`src/rtl/frog_pkg.sv`:
```
// frog_pkg
// Shared definitions for the frog display path: grid size, coordinate type,
// scan FSM states and the frog start position (also used by the position
// tracker's reset so both ends agree on where the frog starts).
package frog_pkg;

    localparam int GRID_W = 16;
    localparam int GRID_H = 16;

    typedef logic [3:0] coord_t;

    typedef enum logic {
        BLANK = 1'b0,
        DRIVE = 1'b1
    } scan_state_t;

    localparam coord_t FROG_START_COL = 4'd7;
    localparam coord_t FROG_START_ROW = 4'd0;

    function automatic logic [GRID_W-1:0] onehot_of(input coord_t idx);
        return GRID_W'(1) << idx;
    endfunction

endpackage

```
`src/rtl/scan_timer.sv`:
```
// scan_timer
// Terminal-count counter. Counts 0..i_term while i_en is high, pulses o_done
// on the terminal count and wraps to 0 on that same edge.
// Ports:
//   clock   system clock
//   reset   async active-low reset, count -> 0
//   i_en    advance the count this cycle
//   i_term  terminal count (last value before wrap)
//   o_cnt   current count
//   o_done  high while i_en and count == i_term
module scan_timer #(
    parameter int W = 8
) (
    input  logic         clock,
    input  logic         reset,
    input  logic         i_en,
    input  logic [W-1:0] i_term,
    output logic [W-1:0] o_cnt,
    output logic         o_done
);

    logic [W-1:0] r_cnt;

    assign o_done = i_en && (r_cnt == i_term);
    assign o_cnt  = r_cnt;

    always_ff @(posedge clock or negedge reset) begin
        if (!reset) begin
            r_cnt <= '0;
        end else if (o_done) begin
            r_cnt <= '0;
        end else if (i_en) begin
            r_cnt <= r_cnt + 1'b1;
        end
    end

endmodule

```
`src/rtl/frog_matrix_scan.sv`:
```
// frog_matrix_scan
// Row-scanned 16x16 LED matrix driver. Each row is blanked, then driven with
// its background bitmap OR'd with the (optionally blinking) frog pixel.
// Ports:
//   clock        system clock
//   reset        async active-low reset
//   frog_col/row frog position from the tracker, sampled once per frame
//   bg_addr      background row address (current scan row)
//   bg_data      background pixels, valid one cycle after bg_addr
//   row_sel      one-hot row enable, zero while blanking
//   col_data     column pixels of the driven row
//   frame_start  one-cycle pulse at the start of each frame
//
// state | meaning
// BLANK | all rows off, bg_addr settles, pixels latched on last count
// DRIVE | one row on with latched pixels for DWELL_CYCLES
module frog_matrix_scan
    import frog_pkg::*;
#(
    parameter int DWELL_CYCLES = 1000,
    parameter int BLANK_CYCLES = 16,
    parameter int BLINK_FRAMES = 30
) (
    input  logic              clock,
    input  logic              reset,
    input  logic [3:0]        frog_col,
    input  logic [3:0]        frog_row,
    output logic [3:0]        bg_addr,
    input  logic [GRID_W-1:0] bg_data,
    output logic [GRID_H-1:0] row_sel,
    output logic [GRID_W-1:0] col_data,
    output logic              frame_start
);

    localparam int MAXC = (DWELL_CYCLES > BLANK_CYCLES) ? DWELL_CYCLES : BLANK_CYCLES;
    localparam int CW   = (MAXC > 1) ? $clog2(MAXC) : 1;
    localparam int FW   = (BLINK_FRAMES > 1) ? $clog2(BLINK_FRAMES) : 1;
    localparam int FTRM = (BLINK_FRAMES > 0) ? BLINK_FRAMES - 1 : 0;

    scan_state_t       r_state;
    coord_t            r_row_idx;
    logic [GRID_H-1:0] r_row_sel;
    logic [GRID_W-1:0] r_col_data;
    coord_t            r_lat_col;
    coord_t            r_lat_row;
    logic              r_vis;
    logic              r_lat_vis;

    scan_state_t       w_state_nxt;
    coord_t            w_row_nxt;
    logic [GRID_H-1:0] w_row_sel_nxt;
    logic [GRID_W-1:0] w_col_nxt;
    logic [GRID_W-1:0] w_frog_mask;
    logic [CW-1:0]     w_phase_term;
    logic [CW-1:0]     w_phase_cnt;
    logic              w_phase_done;
    logic              w_frame_start;
    logic              w_blink_done;
    logic [FW-1:0]     w_frame_cnt_unused;

    assign w_phase_term = (r_state == BLANK) ? CW'(BLANK_CYCLES - 1) : CW'(DWELL_CYCLES - 1);

    scan_timer #(.W(CW)) u_phase_timer (
        .clock  (clock),
        .reset  (reset),
        .i_en   (1'b1),
        .i_term (w_phase_term),
        .o_cnt  (w_phase_cnt),
        .o_done (w_phase_done)
    );

    assign w_frame_start = (r_state == BLANK) && (r_row_idx == 4'd0) && (w_phase_cnt == '0);

    scan_timer #(.W(FW)) u_frame_timer (
        .clock  (clock),
        .reset  (reset),
        .i_en   (w_frame_start && (BLINK_FRAMES != 0)),
        .i_term (FW'(FTRM)),
        .o_cnt  (w_frame_cnt_unused),
        .o_done (w_blink_done)
    );

    assign w_frog_mask = (r_lat_vis && (r_row_idx == r_lat_row)) ? onehot_of(r_lat_col) : '0;

    always_comb begin
        w_state_nxt   = r_state;
        w_row_nxt     = r_row_idx;
        w_row_sel_nxt = r_row_sel;
        w_col_nxt     = r_col_data;
        case (r_state)
            BLANK: begin
                if (w_phase_done) begin
                    w_state_nxt   = DRIVE;
                    w_row_sel_nxt = onehot_of(r_row_idx);
                    w_col_nxt     = bg_data | w_frog_mask;
                end
            end
            DRIVE: begin
                if (w_phase_done) begin
                    w_state_nxt   = BLANK;
                    w_row_nxt     = r_row_idx + 4'd1;
                    w_row_sel_nxt = '0;
                    w_col_nxt     = '0;
                end
            end
            default: w_state_nxt = BLANK;
        endcase
    end

    always_ff @(posedge clock or negedge reset) begin
        if (!reset) begin
            r_state    <= BLANK;
            r_row_idx  <= '0;
            r_row_sel  <= '0;
            r_col_data <= '0;
        end else begin
            r_state    <= w_state_nxt;
            r_row_idx  <= w_row_nxt;
            r_row_sel  <= w_row_sel_nxt;
            r_col_data <= w_col_nxt;
        end
    end

    // Position and visibility are frozen per frame so a move or a blink
    // toggle never tears the image. Visibility takes the pre-toggle value,
    // so a toggle shows up from the following frame.
    always_ff @(posedge clock or negedge reset) begin
        if (!reset) begin
            r_lat_col <= FROG_START_COL;
            r_lat_row <= FROG_START_ROW;
            r_vis     <= 1'b1;
            r_lat_vis <= 1'b1;
        end else begin
            if (w_frame_start) begin
                r_lat_col <= frog_col;
                r_lat_row <= frog_row;
                r_lat_vis <= r_vis;
            end
            if (w_blink_done) begin
                r_vis <= ~r_vis;
            end
        end
    end

    assign bg_addr     = r_row_idx;
    assign row_sel     = r_row_sel;
    assign col_data    = r_col_data;
    assign frame_start = w_frame_start;

endmodule

```
`config.mk`:
```
export PLATFORM = sky130hd
export DESIGN_NAME = frog_matrix_scan
export DESIGN_NICKNAME = d
export VERILOG_FILES = /design/src/rtl/frog_pkg.sv /design/src/rtl/scan_timer.sv /design/src/rtl/frog_matrix_scan.sv
export SDC_FILE = /design/constraint.sdc
export NUM_CORES = 1
export LEC_CHECK = 0
export BUFFER_PORTS_ARGS = -buffer_cell sky130_fd_sc_hd__buf_2
export CORE_MARGIN = 5
export CORE_UTILIZATION = 49
export CTS_CLUSTER_DIAMETER = 50
export DETAILED_ROUTE_END_ITERATION = 7
export PLACE_DENSITY = 0.75
export RECOVER_POWER = 50
export REMOVE_ABC_BUFFERS = 1
export SLEW_MARGIN = 20
export SYNTH_ARGS = -nofsm -noshare
export SYNTH_HDL_FRONTEND = slang
export SYNTH_SLANG_ARGS = --single-unit
```
`constraint.sdc`:
```
create_clock -name clock -period 2.9 [get_ports clock]
set_input_delay 0.58 -clock clock [delete_from_list [all_inputs] [get_ports clock]]
set_output_delay 0.58 -clock clock [all_outputs]
set_load 0.005 [all_outputs]
```
==> metrics.yaml <==
r2r-start: "u_phase_timer.o_cnt[7]$_DFF_PN0_"
irDropWorstVdd_mv: 0.245
required_ps: 3120
syn_area_um2: 3080
postCtsHoldBufs: 0
yosys_register_bits: 62
design_area_um2: 3690
finalSetupViolCount: 0
grt_pass1_vias: 2203
hold_end: "r_lat_col[0]$_DFFE_PN1P_"
power.density_nw_per_um2: 454
r2r_end: "col_data[7]$_DFFE_PN0P_"
cp_max_fo: 16
worstHoldPathType: "in2reg"
vias: 2342
syn_inst: 273
reg2reg_depth: 10
ctsHtreeMaxLevel: 3
clock_latency_ps: 340
rsz0062_at_grt: "no"
wirelength_um: 6460
end_kind: "flip-flop"
grt_pass1_wl_um: 10700
firstDrtPassIters: 4
ys_warn_count: 0
synth_seq_area_share_pct: 50.5
cts_tree: "yes"
antenna_found_initial: 0
timing.final.max_slew_violations: 32
clockRootBuffer: "clkbuf_8"
violations: "max-capacitance violations, max-slew violations"
multi_input_area_um2: 1440
seq_area_um2: 1560
power_leakage_nw: 1.64
die_y_um: 89.3
syn_to_final_growth_pct: 19.7
min_path_cells: 2
max-cap-violations: 1
cts_sinks: 62
antenna_cells: 0
synth_cell_types: 36
period_needed_ps: 2760
avgRoutedWirePerCell_um: 15.3
finalSetupTns_ps: 0
tightest_slew_ps: 1640
nFillCells: 510
worstHoldStart: "frog_col[0]"
fin_skew_ps: 7.66
ioPinCount: 63
critPathKind: "reg2reg"
r2r_setup_slack_ps: 140
core_area_um2: 6240
die_area_um2: 7980
clk_path_buf_depth: 2
initial_core_util_pct: 49.4
nets: 380
timing.fmax_mhz: 362
p_total_mw: 1.68
arrival_ps: 2980
fp.dieW_um: 89.3
maxSlewHeadroom_pct: -9.10
cts_made_buffers: 9
port_buffers: 62
viasPerCell: 5.54
outcome: "complete, but fails checks"
cp-start-kind: "flip-flop"
grt_use_total_pct: 17.6
final_antenna_net_count: 0
hold_viol_final: 0
avgSynthCellArea_um2: 11.3
rows: 29
cts.clk_slew.worst_paths_ps: 60
hpwl_um: 4500
drc_errors: 0
grt_overflow: 0
drive_above_1_share_pct: 30.1
placed_area_um2: 3490
gp_congestion: 0.775
dr.first_iter.drc_count: 129
finalCritPeriodShare_pct: 95.3
grt_max_degree: 58
per-layer routing:
layer	GRT usage [%]	wire length [um]	vias up
met3	3.32	310	15
met5	0	0	-
met2	26.7	3160	47
met4	9.61	175	0
met1	23.8	2810	1152
li1	-	-	1128
repair_timing:
item	CTS	global route
buffers inserted	0	0
setup endpoints to repair	0	16
gates resized for setup	0	6
layout by cell type, fill, tap and decap left out, types with 9 or more instances in the layout:
cell type  count
nor2_1        21
ha_1          13
o41ai_2       13
clkbuf_8      12
nand2_1       16
dfrtp_1       57
mux2_1         9
a21oi_1       17
nor3b_1       18
clkbuf_1      10
a22o_1         9
buf_2         55
state kept, by name (all words and copies together), names as in the netlist:
name and cells:
r_state 1, u_phase_timer.o_cnt 10, r_vis 1, u_frame_timer.o_cnt 5, bg_addr 4, r_lat_vis 1
col_data 16, r_lat_col 4, r_lat_row 4, row_sel 16
worst max-delay path by stage:
stage / end / slack [ps] / from / cells after the start
global route: col_data[7]$_DFFE_PN0P_ / 20 / u_phase_timer.o_cnt[5]$_DFF_PN0_ / 10
detailed placement: col_data[1]$_DFFE_PN0P_ / 60 / u_phase_timer.o_cnt[5]$_DFF_PN0_ / 10
floorplan: col_data[0]$_DFFE_PN0P_ / -1180 / r_state$_DFF_PN0_ / 9
CTS: col_data[1]$_DFFE_PN0P_ / 30 / u_phase_timer.o_cnt[5]$_DFF_PN0_ / 10
finish: col_data[7]$_DFFE_PN0P_ / 140 / u_phase_timer.o_cnt[7]$_DFF_PN0_ / 10
global placement: col_data[1]$_DFFE_PN0P_ / 180 / u_phase_timer.o_cnt[5]$_DFF_PN0_ / 10
synth_stat cells:
| cell | n | area (um2) |
|---|---|---|
| dfstp_2 | 5 | 131 |
| xnor2_1 | 8 | 70.1 |
| nor2_1 | 21 | 78.8 |
| o41ai_1 | 7 | 61.3 |
| o211ai_1 | 1 | 7.51 |
| a21o_1 | 1 | 7.51 |
| nor3b_1 | 18 | 135 |
| o31ai_1 | 8 | 60.1 |
| nand3_2 | 1 | 10.0 |
| nor4_1 | 1 | 6.26 |
| nand2_1 | 16 | 60.1 |
| a21oi_1 | 17 | 85.1 |
| xor2_1 | 7 | 61.3 |
| and4_1 | 1 | 8.76 |
| o21ai_0 | 4 | 20.0 |
| mux2_1 | 9 | 101 |
| nor2b_1 | 3 | 18.8 |
| a32o_1 | 4 | 40.0 |
| buf_6 | 3 | 33.8 |
| o41ai_2 | 9 | 146 |
| or2_1 | 2 | 12.5 |
| a22o_1 | 9 | 78.8 |
| or2_2 | 2 | 12.5 |
| inv_1 | 8 | 30.0 |
| dfrtp_1 | 57 | 1430 |
| a211oi_1 | 1 | 7.51 |
| or3_1 | 1 | 6.26 |
| nor4b_2 | 2 | 30.0 |
| ha_1 | 13 | 163 |
| nor3_1 | 5 | 25.0 |
| nand4_1 | 3 | 18.8 |
| nand2b_1 | 5 | 31.3 |
| clkbuf_1 | 9 | 33.8 |
| nand3_1 | 8 | 40.0 |
| inv_6 | 1 | 8.76 |
| buf_2 | 3 | 15.0 |
per-stage QoR:
step | hold WS (ps) | util [%] | setup slack (ps) | instances
final | 470 | 59.1 | 137 | 423
after global routing | 472 | 59.1 | 21.2 | 423
after CTS | 312 | 58.9 | 32.0 | 423
after detailed placement | 467 | 56.0 | 62.7 | 407
after global placement | 459 | 56.0 | 182 | 407
after floorplan | 284 | - | -1180 | 258
cell type report:
class / instances / area share, %
flip-flops and latches: 62 / 42.2
inverters: 9 / 1.05
multi-input cells: 187 / 39.0
clock buffers: 15 / 4.78
well taps: 77 / 2.61
clock inverters: 1 / 0.136
repair buffers: 72 / 10.2
critical path, stage by stage (launching register included):
cell and delay (ps):
dfrtp_1 410, nand4_1 140, or3_1 380, a211oi_2 250
inv_1 90, ha_1 180, or2_2 310, nor4b_2 250
nand3_2 100, buf_6 180, o41ai_2 360
power breakdown:
group	internal [mW]	total (mW)	switching, mW
sequential	0.884	0.895	0.0108
clock	0.380	0.687	0.307
combinational	0.0415	0.0939	0.0524
total	1.31	1.68	0.370
cells by family after synthesis:
kind of cell               synth area share, %
buffers and inverters                     3.94
xor gates and xnor gates                  4.26
adders and majority gates                 5.28
AOI/OAI and AO/OA                         16.7
DFF                                       50.5
and+or+nand+nor                           16.0
muxes                                     3.29
Power figures use the tool's default switching activity.
